--- config.mk ---
export PLATFORM = sky130hd
export DESIGN_NAME = seg7_scan_driver
export DESIGN_NICKNAME = d
export VERILOG_FILES = /design/src/rtl/seg7_scan_driver.sv
export SDC_FILE = /design/constraint.sdc
export NUM_CORES = 1
export LEC_CHECK = 0
export BUFFER_PORTS_ARGS = -buffer_cell sky130_fd_sc_hd__buf_2
export CAP_MARGIN = 5
export CORE_MARGIN = 4
export CORE_UTILIZATION = 47
export DETAILED_ROUTE_END_ITERATION = 8
export GPL_TIMING_DRIVEN = 0
export HOLD_SLACK_MARGIN = 0.12
export PLACE_DENSITY = 0.74
export RECOVER_POWER = 25
export SLEW_MARGIN = 20
export SYNTH_ARGS = -nofsm -noshare
export SYNTH_HDL_FRONTEND = slang
export SYNTH_SLANG_ARGS = --single-unit
export TNS_END_PERCENT = 50
--- constraint.sdc ---
create_clock -name clk -period 5.2 [get_ports clk]
set_input_delay 0.52 -clock clk [delete_from_list [all_inputs] [get_ports clk]]
set_output_delay 0.52 -clock clk [all_outputs]
set_load 0.02 [all_outputs]
--- src/rtl/seg7_scan_driver.sv ---
// Eight-digit multiplexed 7-segment driver with a frame-synchronous shadow buffer.
// Optional feature macro: SEG7_LEADING_ZERO_BLANK_EN (suppresses leading zero digits).
module seg7_scan_driver #(
    parameter int DIV_MAX   = 99999,
    parameter int DIV_WIDTH = 17
) (
    input  logic        clk,
    input  logic        rst,
    input  logic [31:0] data_in,
    input  logic [7:0]  dp_in,
    input  logic        load,
    input  logic        blank,
    output logic [7:0]  anode,
    output logic [7:0]  segment,
    output logic        frame_done
);

    // load is a one-cycle strobe with no ready: every cycle it is high is accepted.
    logic [DIV_WIDTH-1:0] cnt;
    logic [2:0]           idx;
    logic [31:0]          shadow;
    logic [7:0]           shadow_dp;
    logic [31:0]          pending;
    logic [7:0]           pend_dp;
    logic                 pend_valid;

    logic       tick;
    logic       wrap;
    logic [3:0] nibble;
    logic       suppress;
    logic [7:0] anode_nx;
    logic [7:0] segment_nx;

    function automatic logic [6:0] decode(input logic [3:0] v);
        logic [6:0] s;
        case (v)
            4'h0: s = 7'h40;
            4'h1: s = 7'h79;
            4'h2: s = 7'h24;
            4'h3: s = 7'h30;
            4'h4: s = 7'h19;
            4'h5: s = 7'h12;
            4'h6: s = 7'h02;
            4'h7: s = 7'h78;
            4'h8: s = 7'h00;
            4'h9: s = 7'h10;
            4'hA: s = 7'h08;
            4'hB: s = 7'h03;
            4'hC: s = 7'h46;
            4'hD: s = 7'h21;
            4'hE: s = 7'h06;
            default: s = 7'h0E;
        endcase
        return s;
    endfunction

    assign tick   = (cnt == DIV_WIDTH'(DIV_MAX));
    assign wrap   = tick && (idx == 3'd7);
    assign nibble = shadow[{idx, 2'b00} +: 4];

`ifdef SEG7_LEADING_ZERO_BLANK_EN
    logic [7:0] zero_above;

    // zero_above[k]: nibbles k..7 of the shadow word are all zero.
    always_comb begin
        zero_above = '0;
        for (int k = 0; k < 8; k++) begin
            zero_above[k] = ((shadow >> (4 * k)) == 32'd0);
        end
    end

    assign suppress = (idx != 3'd0) && zero_above[idx] && !shadow_dp[idx];
`else
    assign suppress = 1'b0;
`endif

    always_comb begin
        anode_nx   = 8'hFF;
        segment_nx = {~shadow_dp[idx], decode(nibble)};
        if (!blank && !suppress) begin
            anode_nx = ~(8'b1 << idx);
        end
    end

    always_ff @(posedge clk or posedge rst) begin
        if (rst) begin
            cnt <= '0;
            idx <= 3'd0;
        end else if (tick) begin
            cnt <= '0;
            idx <= idx + 3'd1;
        end else begin
            cnt <= cnt + 1'b1;
        end
    end

    // A load coinciding with the wrap bypasses pending and lands in the shadow directly.
    always_ff @(posedge clk or posedge rst) begin
        if (rst) begin
            shadow     <= '0;
            shadow_dp  <= '0;
            pending    <= '0;
            pend_dp    <= '0;
            pend_valid <= 1'b0;
        end else if (wrap) begin
            pend_valid <= 1'b0;
            if (load) begin
                shadow    <= data_in;
                shadow_dp <= dp_in;
            end else if (pend_valid) begin
                shadow    <= pending;
                shadow_dp <= pend_dp;
            end
        end else if (load) begin
            pending    <= data_in;
            pend_dp    <= dp_in;
            pend_valid <= 1'b1;
        end
    end

    always_ff @(posedge clk or posedge rst) begin
        if (rst) begin
            anode      <= 8'hFF;
            segment    <= 8'hFF;
            frame_done <= 1'b0;
        end else begin
            anode      <= anode_nx;
            segment    <= segment_nx;
            frame_done <= wrap;
        end
    end

endmodule

Yosys cells after proc, flatten, opt, wreduce, memory -nomap -nowiden
Memories as Yosys holds them, arrays and structs flattened. A register that Yosys moved wholly into a read port is not among the register bits.
Cells that the tools add are included.

storage, ports and cells
  register bits after elaboration = 118
  bits in latches = 0
  RAM bits = 0
  memory bits (read-only) = 112
  output and inout port bits = 17
  memories kept = 1

memories
  name              depth  bits a word  read ports  clocked after Yosys merged registers in  write ports  line  text
  (name not given)  16     7            1           1                                        0            36    case (v)

cells by class
  $add $sub $neg = 2
  multiply operators = 0
  divide/modulo/power cells = 0
  magnitude comparators = 1
  eq/ne operators = 2
  shift operators = 2
  muxes and demuxes = 10
  bitwise logic cells = 3
  reductions and logical operators = 5

operators by type and width
  operator               number
  $mux 32                2
  $shiftx 32x6->4        1
  $mux 8                 3
  $add 17x1->17 const B  1
  $eq 17x17->1 const B   1
  $mux 17                1
  $not 8->8              1
  $shl 1x3->8 const A    1
  $lt 3x4->1 const B     1
  $reduce_and 2->1       2
  $reduce_bool 2->1      2
  $add 3x1->3 const B    1
  $bmux 1 s3             1
  $eq 3x3->1 const B     1
  $mux 1                 3
  $not 1->1              2
  $logic_and 1x1->1      1

Logic depth before layout (Yosys ltp)
  depth after elaboration = 4
  gate-level depth with buffers = 8

Worst setup path after synthesis
OpenSTA, ideal clock, no wires.

  kind = reg2reg
  from = reg idx[0]
  to = reg segment[0]
  setup time = 0.082 ns
  arrival = 2.111 ns
  data required time = 5.118 ns
  setup slack = 3.007 ns
  cell stages (with the launch flop) = 8
  buffers on the path = 1
  cell sequence = dfrtp_1 buf_6 mux4_1 mux2i_1 inv_1 ha_1 and3_1 a211o_1

between the ends
  cells in the longest elaborated chain, start to end = 1

ends and longest elaborated chain
  item                      line  text
  start: declaration        20    logic [2:0] idx;
  start signal: assignment  91    idx <= idx + 3'd1;
  $shiftx 32x6->4           59    assign nibble = shadow[{idx, 2'b00} +: 4];
  end: declaration          14    output logic [7:0] segment,

Every way passes these cells.
A chain may end at the register's enable or synchronous reset.

Final worst setup path
Same ends and word-level chain as after synthesis.

==> flow_metrics.env <==
export IMPL_htreeDepth=4
export IMPL_totalPowerFinal_mw=2.416
export IMPL_worst_pin_slew_ps=1615
export IMPL_drt_iter0_markers=162
export IMPL_dp_hpwl_um=7592
export IMPL_antennaDiodeCount=0
export IMPL_fmax_ghz=0.3179
export IMPL_fin_nets=525
export IMPL_finalInstanceArea_sq_um=6920
export IMPL_slew_headroom_pct=-8.268
export IMPL_cp_start_kind="flip-flop"
export IMPL_cts_tree="yes"
export IMPL_gp_congestion=0.7979
export IMPL_dieWidth_um=118.9
export IMPL_worstPathMaxFanout=10
export IMPL_avgSynthCellArea_sq_um=14.85
export IMPL_grt_max_degree=83
export IMPL_cts_sinks=118
export IMPL_cap_violations=1
export IMPL_path_clk_slew_ps=50
export IMPL_synthArstFlopShare_pct=100.0
export IMPL_min_to="anode[7]$_DFF_PP1_"
export IMPL_multi_input_area_sq_um=2606
export IMPL_die_area_sq_um=14130
export IMPL_peakVddDrop_uv=285.1
export IMPL_antenna_found_initial=2
export IMPL_fillers=935
export IMPL_drive_above_1_share_pct=51.45
export IMPL_worstHoldPathType="in -> reg"
export IMPL_reg2reg_to="segment[0]$_DFF_PP1_"
export IMPL_power_density_nw_per_um2=349.1
export IMPL_worstPathArrival_ps=3470
export IMPL_num_rows=40
export IMPL_drtPass1Iterations=4
export IMPL_min_path_cells=2
export IMPL_min_period_over_period_pct=60.50
export IMPL_violations="max-capacitance violations, max-slew violations"
export IMPL_grt_pass1_wl_um=18530
export IMPL_dp_cells=596
export IMPL_pwr_share_comb_pct=7.5
export IMPL_ff_latch_area_sq_um=2973
export IMPL_grt_ovfl_total=0
export IMPL_seqPwrFrac_pct=41.1
export IMPL_routed_via_count=3329
export IMPL_tns_ps=0
export IMPL_ant_nets=0
export IMPL_viasPerCell=5.293
export IMPL_swShare_pct=20.46
export IMPL_coreArea_sq_um=12010
export IMPL_p_switching_mw=0.4942
export IMPL_wire_per_inst_um=17.64
export IMPL_hp_start="blank"
export IMPL_synth_seq_area_share_pct=51.45
export IMPL_p_clk_share_pct=51.4
export IMPL_final_cells=629
export IMPL_initial_utilization_pct=48.10
export IMPL_synth_cells=389
export IMPL_cts_buffer_depth=2
export IMPL_die_height_um=118.9
export IMPL_io_pins=61
export IMPL_finalCriticalPeriod_ps=3146
export IMPL_outcome="finished, violations left"
export IMPL_drc=0
export IMPL_synth_seq_cells=118
export IMPL_grt_pass1_vias=3723
export IMPL_fin_skew_ps=12.30
export IMPL_clock_latency_ps=410
export IMPL_syn_to_final_growth_pct=19.77
export IMPL_hold_viol=0
export IMPL_io_buffers=59
export IMPL_syn_num_nets=445
export IMPL_path_class="reg -> reg"
export IMPL_internal_power_mw=1.922
export IMPL_synth_top_flop_cell="dfrtp_1"
export IMPL_ys_types=41
export IMPL_cts_resized=0
export IMPL_grt_usage_pct=16.94
export IMPL_p_leak_nw=3.277
export IMPL_ys_warn_count=0
export IMPL_layout_common_cells="dfrtp_1, mux2_2, buf_2"
export IMPL_cts_buffers=17
export IMPL_r2r_cells=7
export IMPL_drv_slew=37
export IMPL_syn_area_sq_um=5778
export IMPL_layout_commonest_cell="dfrtp_1"
export IMPL_cp_end_kind="flip-flop"
export IMPL_rsz0062_at_grt="no"
export IMPL_placed_area_sq_um=6290
export IMPL_wl_um=11100
export IMPL_crit_required_ps=5530
export IMPL_rrSetupSlack_ps=2050
export IMPL_setup_violations=0
export IMPL_synth_edf_count=0
export IMPL_cts_root_buf="clkbuf_16"
export IMPL_rr_startpoint="idx[0]$_DFFE_PP0N_"
## how the worst max path moves through the flow
| stage | from | depth (start not counted) | endpoint |
|---|---|---|---|
| 2_1_floorplan | rst | 1 | cnt[0]$_DFF_PP0_ |
| 3_5_place_dp | idx[1]$_DFFE_PP0N_ | 7 | segment[0]$_DFF_PP1_ |
| 4_1_cts | idx[1]$_DFFE_PP0N_ | 7 | segment[0]$_DFF_PP1_ |
| 6_report | idx[0]$_DFFE_PP0N_ | 7 | segment[0]$_DFF_PP1_ |
| 5_1_grt | idx[0]$_DFFE_PP0N_ | 7 | segment[0]$_DFF_PP1_ |
| 3_3_place_gp | rst | 2 | pend_dp[3]$_DFFE_PP0P_ |
## logic make-up (layout without fill, tap and decap cells)
family | Yosys count | in the layout | share of synthesized area (%)
muxes | 143 | 143 | 33.02
DFF | 118 | 118 | 51.45
and+or+nand+nor | 59 | 59 | 5.846
buffers and inverters | 29 | 122 | 3.443
xor gates and xnor gates | 15 | 15 | 2.274
AOI/OAI and AO/OA | 13 | 13 | 1.364
adders and majority gates | 12 | 12 | 2.598
## worst max-delay path: stages (launching register included)
cell,delay (ps)
dfrtp_1,410
clkbuf_1,670
mux4_1,710
mux2i_1,490
inv_1,130
ha_1,250
and3_1,160
a211o_1,240
## cells in the mapped netlist (all sizes together), types with 2 or more instances
cell	count	area, sq um
a21oi	2	10.01
and2	2	12.51
and3	2	12.51
and4	4	35.03
buf	12	135.1
clkbuf	8	30.03
dfrtp	102	2552
dfstp	16	420.4
ha	12	150.1
inv	9	33.78
mux2	123	1535
mux2i	10	125.1
mux4	10	247.7
nand2	13	48.80
nand2b	2	12.51
nand3	9	45.04
nand4	3	25.02
nor2	14	52.55
nor4b	2	38.78
o21ai	7	35.03
or3	4	25.02
xnor2	10	87.58
xor2	5	43.79
## repair_timing
item                       CTS  global route
hold endpoints to repair    21             0
setup endpoints to repair    0             0
hold buffers                 1             0
setup buffers                0             0
## flip-flops by register name (all words and copies together) (netlist names)
name,flops
pending,32
shadow,32
cnt,17
anode,8
pend_dp,8
segment,8
shadow_dp,8
idx,3
frame_done,1
pend_valid,1
## per-layer routing
layer	wire length (um)	share of wire, %	track usage (%)	up-vias
met5	32	0.29	0	-
met4	148	1.3	6.734	4
met3	466	4.2	5.698	21
met2	5654	51	28.31	75
met1	4794	43	20.21	1678
li1	-	-	-	1551
## layout make-up
class	instances	share of cell area, %
buffer	20	2.224
clock buffer	24	7.105
clock inverter	8	2.079
inverter	9	0.5062
multi-input combinational	242	37.66
sequential	118	42.96
tap	147	2.658
timing repair buffer	61	4.809
## power by group through the flow
stage / Clock (mW) / Sequential [mW] / Combinational, mW
floorplan: 0 / 1.01 / 0.125
global placement: 0 / 1.00 / 0.172
detailed placement: 0 / 1.01 / 0.183
finish: 1.24 / 0.993 / 0.181
global route: 1.31 / 0.998 / 0.200
CTS: 1.26 / 0.992 / 0.185
## metrics by stage
step	hold WS [ps]	utilization [%]	worst slack (ps)
3_3_place_gp	458.9	52.09	364.4
6_report	353.6	57.61	2054
4_1_cts	333.9	57.74	2475
2_1_floorplan	442.8	-	1577
5_1_grt	346.6	57.61	1869
3_5_place_dp	476.0	52.36	2478
Note: power is estimated with default switching activity, not from simulation.
